**config.mk**
```make
export PLATFORM = sky130hd
export DESIGN_NAME = bcd_serial_adder
export DESIGN_NICKNAME = d
export VERILOG_FILES = /design/src/rtl/bcd_pkg.sv /design/src/rtl/bcd_digit_adder.sv /design/src/rtl/bcd_serial_adder.sv
export SDC_FILE = /design/constraint.sdc
export NUM_CORES = 1
export LEC_CHECK = 0
export ABC_AREA = 1
export BUFFER_PORTS_ARGS = -buffer_cell sky130_fd_sc_hd__buf_2
export CORE_ASPECT_RATIO = 0.6
export CORE_MARGIN = 10
export CORE_UTILIZATION = 27
export CTS_CLUSTER_DIAMETER = 120
export DETAILED_ROUTE_END_ITERATION = 7
export PLACE_DENSITY = 0.48
export SYNTH_ARGS = -nofsm -noshare
export SYNTH_HDL_FRONTEND = slang
export SYNTH_SLANG_ARGS = --single-unit
```
**constraint.sdc**
```tcl
create_clock -name clk -period 4.6 [get_ports clk]
set_input_delay 0.92 -clock clk [delete_from_list [all_inputs] [get_ports clk]]
set_output_delay 0.92 -clock clk [all_outputs]
set_load 0.01 [all_outputs]
```
**src/rtl/bcd_pkg.sv**
```systemverilog
// Shared constants, FSM encoding and digit helpers for the serial BCD adder.
package bcd_pkg;

  localparam int unsigned DIGIT_W = 4;
  localparam logic [DIGIT_W-1:0] BCD_MAX = 4'd9;

  typedef enum logic [1:0] {
    StIdle = 2'd0,
    StRun  = 2'd1,
    StDone = 2'd2
  } state_e;

  function automatic logic [DIGIT_W-1:0] nines_comp(input logic [DIGIT_W-1:0] digit);
    return BCD_MAX - digit;
  endfunction

endpackage

```
**src/rtl/bcd_digit_adder.sv**
```systemverilog
// Single-digit BCD adder cell: binary add followed by the +6 decimal correction.
module bcd_digit_adder
  import bcd_pkg::*;
(
  input  logic [DIGIT_W-1:0] a_d,
  input  logic [DIGIT_W-1:0] b_d,
  input  logic               cin,
  output logic [DIGIT_W-1:0] s_d,
  output logic               cout
);

  logic [DIGIT_W:0]   raw;
  logic [DIGIT_W-1:0] adj;

  always_comb begin
    raw = {1'b0, a_d} + {1'b0, b_d} + {{DIGIT_W{1'b0}}, cin};
    adj = raw[DIGIT_W-1:0] + 4'd6;
    if (raw > {1'b0, BCD_MAX}) begin
      s_d  = adj;
      cout = 1'b1;
    end else begin
      s_d  = raw[DIGIT_W-1:0];
      cout = 1'b0;
    end
  end

endmodule

```
**src/rtl/bcd_serial_adder.sv**
```systemverilog
// Multi-digit BCD adder/subtractor, one digit per clock LSD first, valid/ready on both sides.
module bcd_serial_adder
  import bcd_pkg::*;
#(
  parameter int unsigned DIGITS = 4
) (
  input  logic                      clk,
  input  logic                      rst_n,
  input  logic                      in_valid,
  output logic                      in_ready,
  input  logic [DIGIT_W*DIGITS-1:0] a,
  input  logic [DIGIT_W*DIGITS-1:0] b,
  input  logic                      cin,
  input  logic                      sub,
  output logic                      out_valid,
  input  logic                      out_ready,
  output logic [DIGIT_W*DIGITS-1:0] sum,
  output logic                      cout,
  output logic                      err
);

  localparam int unsigned W    = DIGIT_W * DIGITS;
  localparam int unsigned IdxW = (DIGITS > 1) ? $clog2(DIGITS) : 1;
  localparam logic [IdxW-1:0] LastIdx = IdxW'(DIGITS - 1);

  function automatic logic has_bad_digit(input logic [W-1:0] v);
    logic bad;
    bad = 1'b0;
    for (int i = 0; i < int'(DIGITS); i++) begin
      if (v[i*DIGIT_W +: DIGIT_W] > BCD_MAX) bad = 1'b1;
    end
    return bad;
  endfunction

  state_e          state_q, state_d;
  logic [W-1:0]    a_q, a_d;
  logic [W-1:0]    b_q, b_d;
  logic [W-1:0]    acc_q, acc_d;
  logic            carry_q, carry_d;
  logic [IdxW-1:0] idx_q, idx_d;
  logic            bad_q, bad_d;
  logic [W-1:0]    sum_q, sum_d;
  logic            cout_q, cout_d;
  logic            err_q, err_d;

  logic [DIGIT_W-1:0] dig_a, dig_b, dig_s;
  logic               dig_c;

  assign dig_a = a_q[idx_q*DIGIT_W +: DIGIT_W];
  assign dig_b = b_q[idx_q*DIGIT_W +: DIGIT_W];

  bcd_digit_adder u_digit (
    .a_d  (dig_a),
    .b_d  (dig_b),
    .cin  (carry_q),
    .s_d  (dig_s),
    .cout (dig_c)
  );

  always_comb begin
    state_d = state_q;
    a_d     = a_q;
    b_d     = b_q;
    acc_d   = acc_q;
    carry_d = carry_q;
    idx_d   = idx_q;
    bad_d   = bad_q;
    sum_d   = sum_q;
    cout_d  = cout_q;
    err_d   = err_q;
    unique case (state_q)
      StIdle: begin
        if (in_valid) begin
          a_d = a;
          // Subtraction adds the 9's complement of b plus a forced carry-in.
          for (int i = 0; i < int'(DIGITS); i++) begin
            b_d[i*DIGIT_W +: DIGIT_W] = sub ? nines_comp(b[i*DIGIT_W +: DIGIT_W])
                                            : b[i*DIGIT_W +: DIGIT_W];
          end
          carry_d = sub ? 1'b1 : cin;
          idx_d   = '0;
          bad_d   = has_bad_digit(a) | has_bad_digit(b);
          acc_d   = '0;
          state_d = StRun;
        end
      end
      StRun: begin
        acc_d[idx_q*DIGIT_W +: DIGIT_W] = dig_s;
        carry_d = dig_c;
        idx_d   = idx_q + 1'b1;
        if (idx_q == LastIdx) begin
          sum_d   = bad_q ? '0 : acc_d;
          cout_d  = bad_q ? 1'b0 : dig_c;
          err_d   = bad_q;
          state_d = StDone;
        end
      end
      StDone: begin
        if (out_ready) state_d = StIdle;
      end
      default: state_d = StIdle;
    endcase
  end

  always_ff @(posedge clk) begin
    if (!rst_n) begin
      state_q <= StIdle;
      a_q     <= '0;
      b_q     <= '0;
      acc_q   <= '0;
      carry_q <= 1'b0;
      idx_q   <= '0;
      bad_q   <= 1'b0;
      sum_q   <= '0;
      cout_q  <= 1'b0;
      err_q   <= 1'b0;
    end else begin
      state_q <= state_d;
      a_q     <= a_d;
      b_q     <= b_d;
      acc_q   <= acc_d;
      carry_q <= carry_d;
      idx_q   <= idx_d;
      bad_q   <= bad_d;
      sum_q   <= sum_d;
      cout_q  <= cout_d;
      err_q   <= err_d;
    end
  end

  assign in_ready  = (state_q == StIdle);
  assign out_valid = (state_q == StDone);
  assign sum       = sum_q;
  assign cout      = cout_q;
  assign err       = err_q;

endmodule

```
After elaboration in Yosys (flattened, before gate mapping)
Cells that the tools add are included.

$add $sub $neg: 9. Multipliers: 0. Divide/modulo/power cells: 0. Order comparisons: 9. Equal/unequal tests: 6. Shift-type cells: 4. Muxes and demuxes: 32. Bitwise gates (word level): 1. Reduce and logical (&&, ||, !) cells: 6.

Operator list (number): $neg A4 Y34 (1); $shift A4 B34 Y16 const A (1); $shiftx A4 B34 Y16 (1); $gt A4 B4 Y1 const B (8); $mux W16 (2); $pmux W16 S2 (1); $shiftx A16 B5 Y4 (2); $mux W4 (5); $bwmux W16 (1); $mux W1 (16); $sub A4 B4 Y4 const A (4); $mux W2 (4); $pmux W2 S3 (1); $reduce_and A2 Y1 (3); $add A4 B4 Y5 (1); $add A5 B1 Y5 (1); $gt A5 B4 Y1 const B (1); $add A4 B3 Y4 const B (1); $eq A2 B2 Y1 const B (2); $ne A2 B2 Y1 const B (2); $pmux W2 S2 (1); $reduce_and A3 Y1 (1); $add A2 B1 Y2 const B (1); $eq A2 B1 Y1 const B (1); other kinds (5) (5).

Register bits: 72. Bits in latches: 0. RAM bits: 0. Bits in read-only memories: 0. Input bits: 38. Output and inout bits: 20. Word-level logic and storage cells: 77. Memories: 0.

Logic depth before layout (Yosys ltp)
Depth after elaboration: 8. Gate-level depth with buffers: 22. Mapped depth without buffers: 20.

By module
A second synthesis with hierarchy kept.

Cells, all modules: 506. Area total of the unflattened synthesis: 3693.5 sq um.

Modules (own cells, without submodules): bcd_serial_adder (instances 1, cells each 461, area each 3394.5 sq um); bcd_digit_adder (instances 1, cells each 45, area each 299.0 sq um).

Least setup slack after synthesis
OpenSTA, ideal clock, no wires.

Path type: flip-flop to flip-flop. From: register idx_q[0]. To: register sum_q[15], in the netlist sum[15]. Data arrival time: 3.236 ns. Data required time: 4.531 ns. Slack: 1.295 ns. Cell stages (with the launch flop): 20. Path buffers: 2. Path through: dfxtp_1 -> inv_1 -> clkbuf_1 -> clkbuf_1 -> nor2_1 -> o22ai_1 -> fa_1 -> fa_1 -> inv_1 -> ha_1 -> inv_1 -> nor2_1 -> a21oi_4 -> nand2_4 -> nand2_8 -> nand2_4 -> nand4_2 -> o21bai_2 -> nand2_1 -> a21oi_2.

Word-level cells in the longest chain between the ends: 8. Elaborated cells on any way between the ends: 14. Classes of those cells: add/sub (4); order compare (1); eq/ne (1); shift (4); mux (3); reduce/logical (1).

RTL lines: start: declaration (line bcd_serial_adder.sv:40) `logic [IdxW-1:0] idx_q, idx_d;`; start signal: assignment (line bcd_serial_adder.sv:123) `idx_q <= idx_d;`; $shiftx A16 B5 Y4, on equally long branches (line bcd_serial_adder.sv:49, bcd_serial_adder.sv:50); $add A4 B4 Y5 (line bcd_digit_adder.sv:16) `raw = {1'b0, a_d} + {1'b0, b_d} + {{DIGIT_W{1'b0}}, cin};`; $add A5 B1 Y5 (line bcd_digit_adder.sv:16); $add A4 B3 Y4 / $gt A5 B4 Y1 (equally long branches) (line bcd_digit_adder.sv:17, bcd_digit_adder.sv:18); $mux W4 (line bcd_digit_adder.sv:18) `if (raw > {1'b0, BCD_MAX}) begin`; $shiftx A4 B34 Y16 (line bcd_serial_adder.sv:88) `acc_d[idx_q*DIGIT_W +: DIGIT_W] = dig_s;`; $bwmux W16 (line bcd_serial_adder.sv:88); $mux W16 (line bcd_serial_adder.sv:92) `sum_d = bad_q ? '0 : acc_d;`; end signal: assignment (line bcd_serial_adder.sv:125) `sum_q <= sum_d;`; end: declaration (line bcd_serial_adder.sv:42) `logic [W-1:0] sum_q, sum_d;`.

Parallel ways exist; a longest one is shown, timed or not. A chain may end at the register's enable or synchronous reset.

Worst setup path after layout
From: register idx_q[1]. To: register acc_q[5].

Word-level cells in the longest chain between the ends: 8. Elaborated cells on any way between the ends: 12. Classes of those cells: add/sub (4); order compare (1); shift (4); mux (3).

RTL lines: $shiftx A16 B5 Y4, on equally long branches (line bcd_serial_adder.sv:49, bcd_serial_adder.sv:50); $add A4 B4 Y5 (line bcd_digit_adder.sv:16); $add A5 B1 Y5 (line bcd_digit_adder.sv:16); $add A4 B3 Y4 / $gt A5 B4 Y1 (equally long branches) (line bcd_digit_adder.sv:17, bcd_digit_adder.sv:18); $mux W4 (line bcd_digit_adder.sv:18); $shiftx A4 B34 Y16 (line bcd_serial_adder.sv:88); $bwmux W16 (*) (line bcd_serial_adder.sv:88); $pmux W16 S2 (*) (line bcd_serial_adder.sv:71) `unique case (state_q)`; end signal: assignment (line bcd_serial_adder.sv:110) `acc_q <= '0;`; end signal: assignment (line bcd_serial_adder.sv:121) `acc_q <= acc_d;`; end: declaration (line bcd_serial_adder.sv:38) `logic [W-1:0] acc_q, acc_d;`.

Mark *: on every way between the ends. The rest lies on a longest branch, timed or not.

==> flow_metrics.py <==
metrics = {
    "route": {
        "drcViolationCount": 0,
        "topRoutingLayerUsed": "met4",
        "route.detailed.wl_per_inst_um": 14.3,
        "wl_met3_um": 509,
        "final_antenna_net_count": 0,
        "vias_per_cell": 4.60,
        "wl_met2_mm": 3.97,
        "vias": 3356,
        "drt-initial-drc-count": 288,
        "first_pass_iters": 4,
        "drt-met1-wl_mm": 5.84,
        "routed_wl_mm": 10.4,
    },
    "sta": {
        "clock_skew_ns": 0.00757,
        "fmax_mhz": 283,
        "fin_crit_sh": 0.769,
        "slew-limit-headroom": 0.394,
        "tightest_slew_ns": 0.909,
        "finalHoldViolCount": 0,
        "worst_slack_ns": 1.06,
        "drv_slew": 0,
        "setup_violations": 0,
        "grt_setup_unrepaired": "no",
        "setup_tns_ns": 0,
        "fin_crit_ns": 3.54,
    },
    "place": {
        "place.gp.congestion": 0.828,
        "place_ws_ns": 1.09,
        "portBuffers": 57,
        "dpl.hpwl_mm": 7.74,
    },
    "cts": {
        "numCtsBuffers": 9,
        "cts_setup_buffers": 0,
        "clockBufferDepth": 2,
        "clk_latency_ns": 0.34,
        "clk_pin_slew_worst_paths_ns": 0.06,
        "post_cts_resized": 0,
        "cts_tree": "done",
        "clock-sinks": 72,
        "holdBufCountCts": 0,
        "htreeDepth": 3,
        "root_buffer": "clkbuf_16",
    },
    "setup_path": {
        "crit_required_ns": 4.86,
        "worstPathArrival_ns": 3.80,
        "worstPathMaxFanout": 13,
        "start_kind": "flip-flop",
        "cp-end-kind": "flip-flop",
        "path_class": "flip-flop to flip-flop",
    },
    "finish": {
        "diodes": 0,
        "fin_nets": 604,
        "fillCellCount": 1465,
        "final_cell_mix": "nand2_1 (106), dfxtp_1 (72), nor2_1 (61), buf_2 (57), o21ai_0 (54)",
        "drive_above_1_share": 0.202,
        "area.growth.synth_to_final_pct": 20.1,
        "final_core_util": 0.329,
        "final_common_cell": "nand2_1",
    },
    "global_routing": {
        "grt_pass1_vias": 3303,
        "grt_max_degree": 47,
        "track_usage": 0.113,
        "grt_overflow_total": 0,
        "grt_pass1_wl_mm": 17.3,
        "grt_antenna_before_repair": 0,
    },
    "logic_synthesis": {
        "avgSynthCellArea_um2": 7.38,
        "synth_top_area_share": 0.388,
        "yosys_register_bits": 72,
        "syn_inst": 503,
        "syn-cell-area_um2": 3710,
        "synth_edf_count": 0,
        "yosysTopAreaCell": "dfxtp_1",
        "synthFlopType": "dfxtp_1",
        "synth.net_count": 557,
        "yosys.cell_types.count": 37,
        "synth_warnings": 0,
        "synth_area_leaders": "dfxtp_1 (39%), nand2_1 (11%), o21ai_0 (7.3%)",
        "async_reset_ff_frac": 0,
        "yosysSeqAreaShare": 0.388,
    },
    "floorplanning": {
        "rows": 33,
        "core_area_um2": 13500,
        "die-area_um2": 19000,
        "die_height_um": 111,
        "start_util": 0.274,
        "die_w_um": 171,
        "pin_count": 58,
    },
    "job": {
        "max-cap-violations": 0,
    },
    "power": {
        "peakVddDrop_mv": 0.195,
        "p_leak_uw": 0.00189,
        "power.density_nw_per_um2": 428,
    },
    "worst_hold_path": {
        "hold_class": "flip-flop to flip-flop",
    },
    "status": {
        "outcome": "complete, no violations",
    },
}
==> synthesized netlist by cell type (2+ instances only) <==
library cell and number:
o21ai_0 54, xnor2_1 4, o21bai_2 2, ha_1 14, fa_1 2, inv_2 2
a21oi_1 43, nand2_4 6, nor2_1 61, o22ai_1 8, o21ai_2 2, clkbuf_1 13
a21oi_2 12, buf_2 14, nand3_1 11, nand3_2 3, a21oi_4 2, dfxtp_1 72
nand4_1 7, nand2_1 106, a211oi_1 6, nand2_2 2, xor2_1 4, inv_1 39
nor2_2 2
==> cells by family after synthesis <==
logic type,synth area share
XOR/XNOR,0.0189
AND/OR/NAND/NOR,0.244
adder cells (fa/ha/maj),0.0580
buffers and inverters,0.0745
flip-flops,0.388
AO/OA/AOI/OAI,0.216
==> flip-flops by register name, indices dropped and copies added, names as in the netlist <==
| register | flops |
|---|---|
| b_q | 16 |
| acc_q | 16 |
| sum | 16 |
| carry_q | 1 |
| a_q | 16 |
| err | 1 |
| bad_q | 1 |
| idx_q | 2 |
| cout | 1 |
| state_q | 2 |
==> stage by stage <==
stage          cell area (µm²)  power (µW)  std cells  hold WS [ns]
5_1_grt                   4460        2010        730         0.474
6_report                  4460        1910        730         0.459
4_1_cts                   4460        1920        730         0.463
2_1_floorplan             3710        1060        503         0.444
3_3_place_gp              4140        1160        714         0.449
3_5_place_dp              4140        1170        714         0.454
==> layer usage <==
layer / global-route usage / up-vias
li1: - / 1748
met1: 0.164 / 1520
met2: 0.154 / 76
met3: 0.0349 / 12
met4: 0.0277 / 0
met5: 0 / -
==> power breakdown <==
part | switching [µW] | internal [µW]
clock network | 252 | 489
logic | 327 | 162
registers | 22.1 | 657
total | 601 | 1310
==> worst max-delay path, cell delays in order, from the launching register on <==
cell and delay [ns]:
dfxtp_1 0.55, inv_1 0.27, o21ai_0 0.13, o22ai_1 0.12, fa_1 0.46, fa_1 0.50, inv_1 0.15, ha_1 0.21
inv_1 0.08, nor2_1 0.17, a21oi_4 0.05, nand2_4 0.10, nand3_1 0.13, nand2_4 0.13, nand4_1 0.10, nand2_1 0.11
nand2_1 0.07, a21oi_2 0.13
==> worst paths after layout <==
check | start | endpoint | slack (ns) | cells past startpoint
worst min-delay path | cout | cout | 0.46 | 2
worst min register to register | cout | cout | 0.46 | 2
worst max-delay path | idx_q[1] | acc_q[5] | 1.06 | 17
worst max register to register | idx_q[1] | acc_q[5] | 1.06 | 17
==> cell type report <==
type	instances	area, µm²	share of cell area
multi-input cells	362	1990	0.447
flip-flops and latches	72	1440	0.323
repair buffers	63	330	0.0741
clock buffers	13	250	0.0561
well taps	175	219	0.0491
inverters	42	158	0.0354
clock inverters	3	65.1	0.0146
No activity file was read; power rests on OpenSTA's default activity.
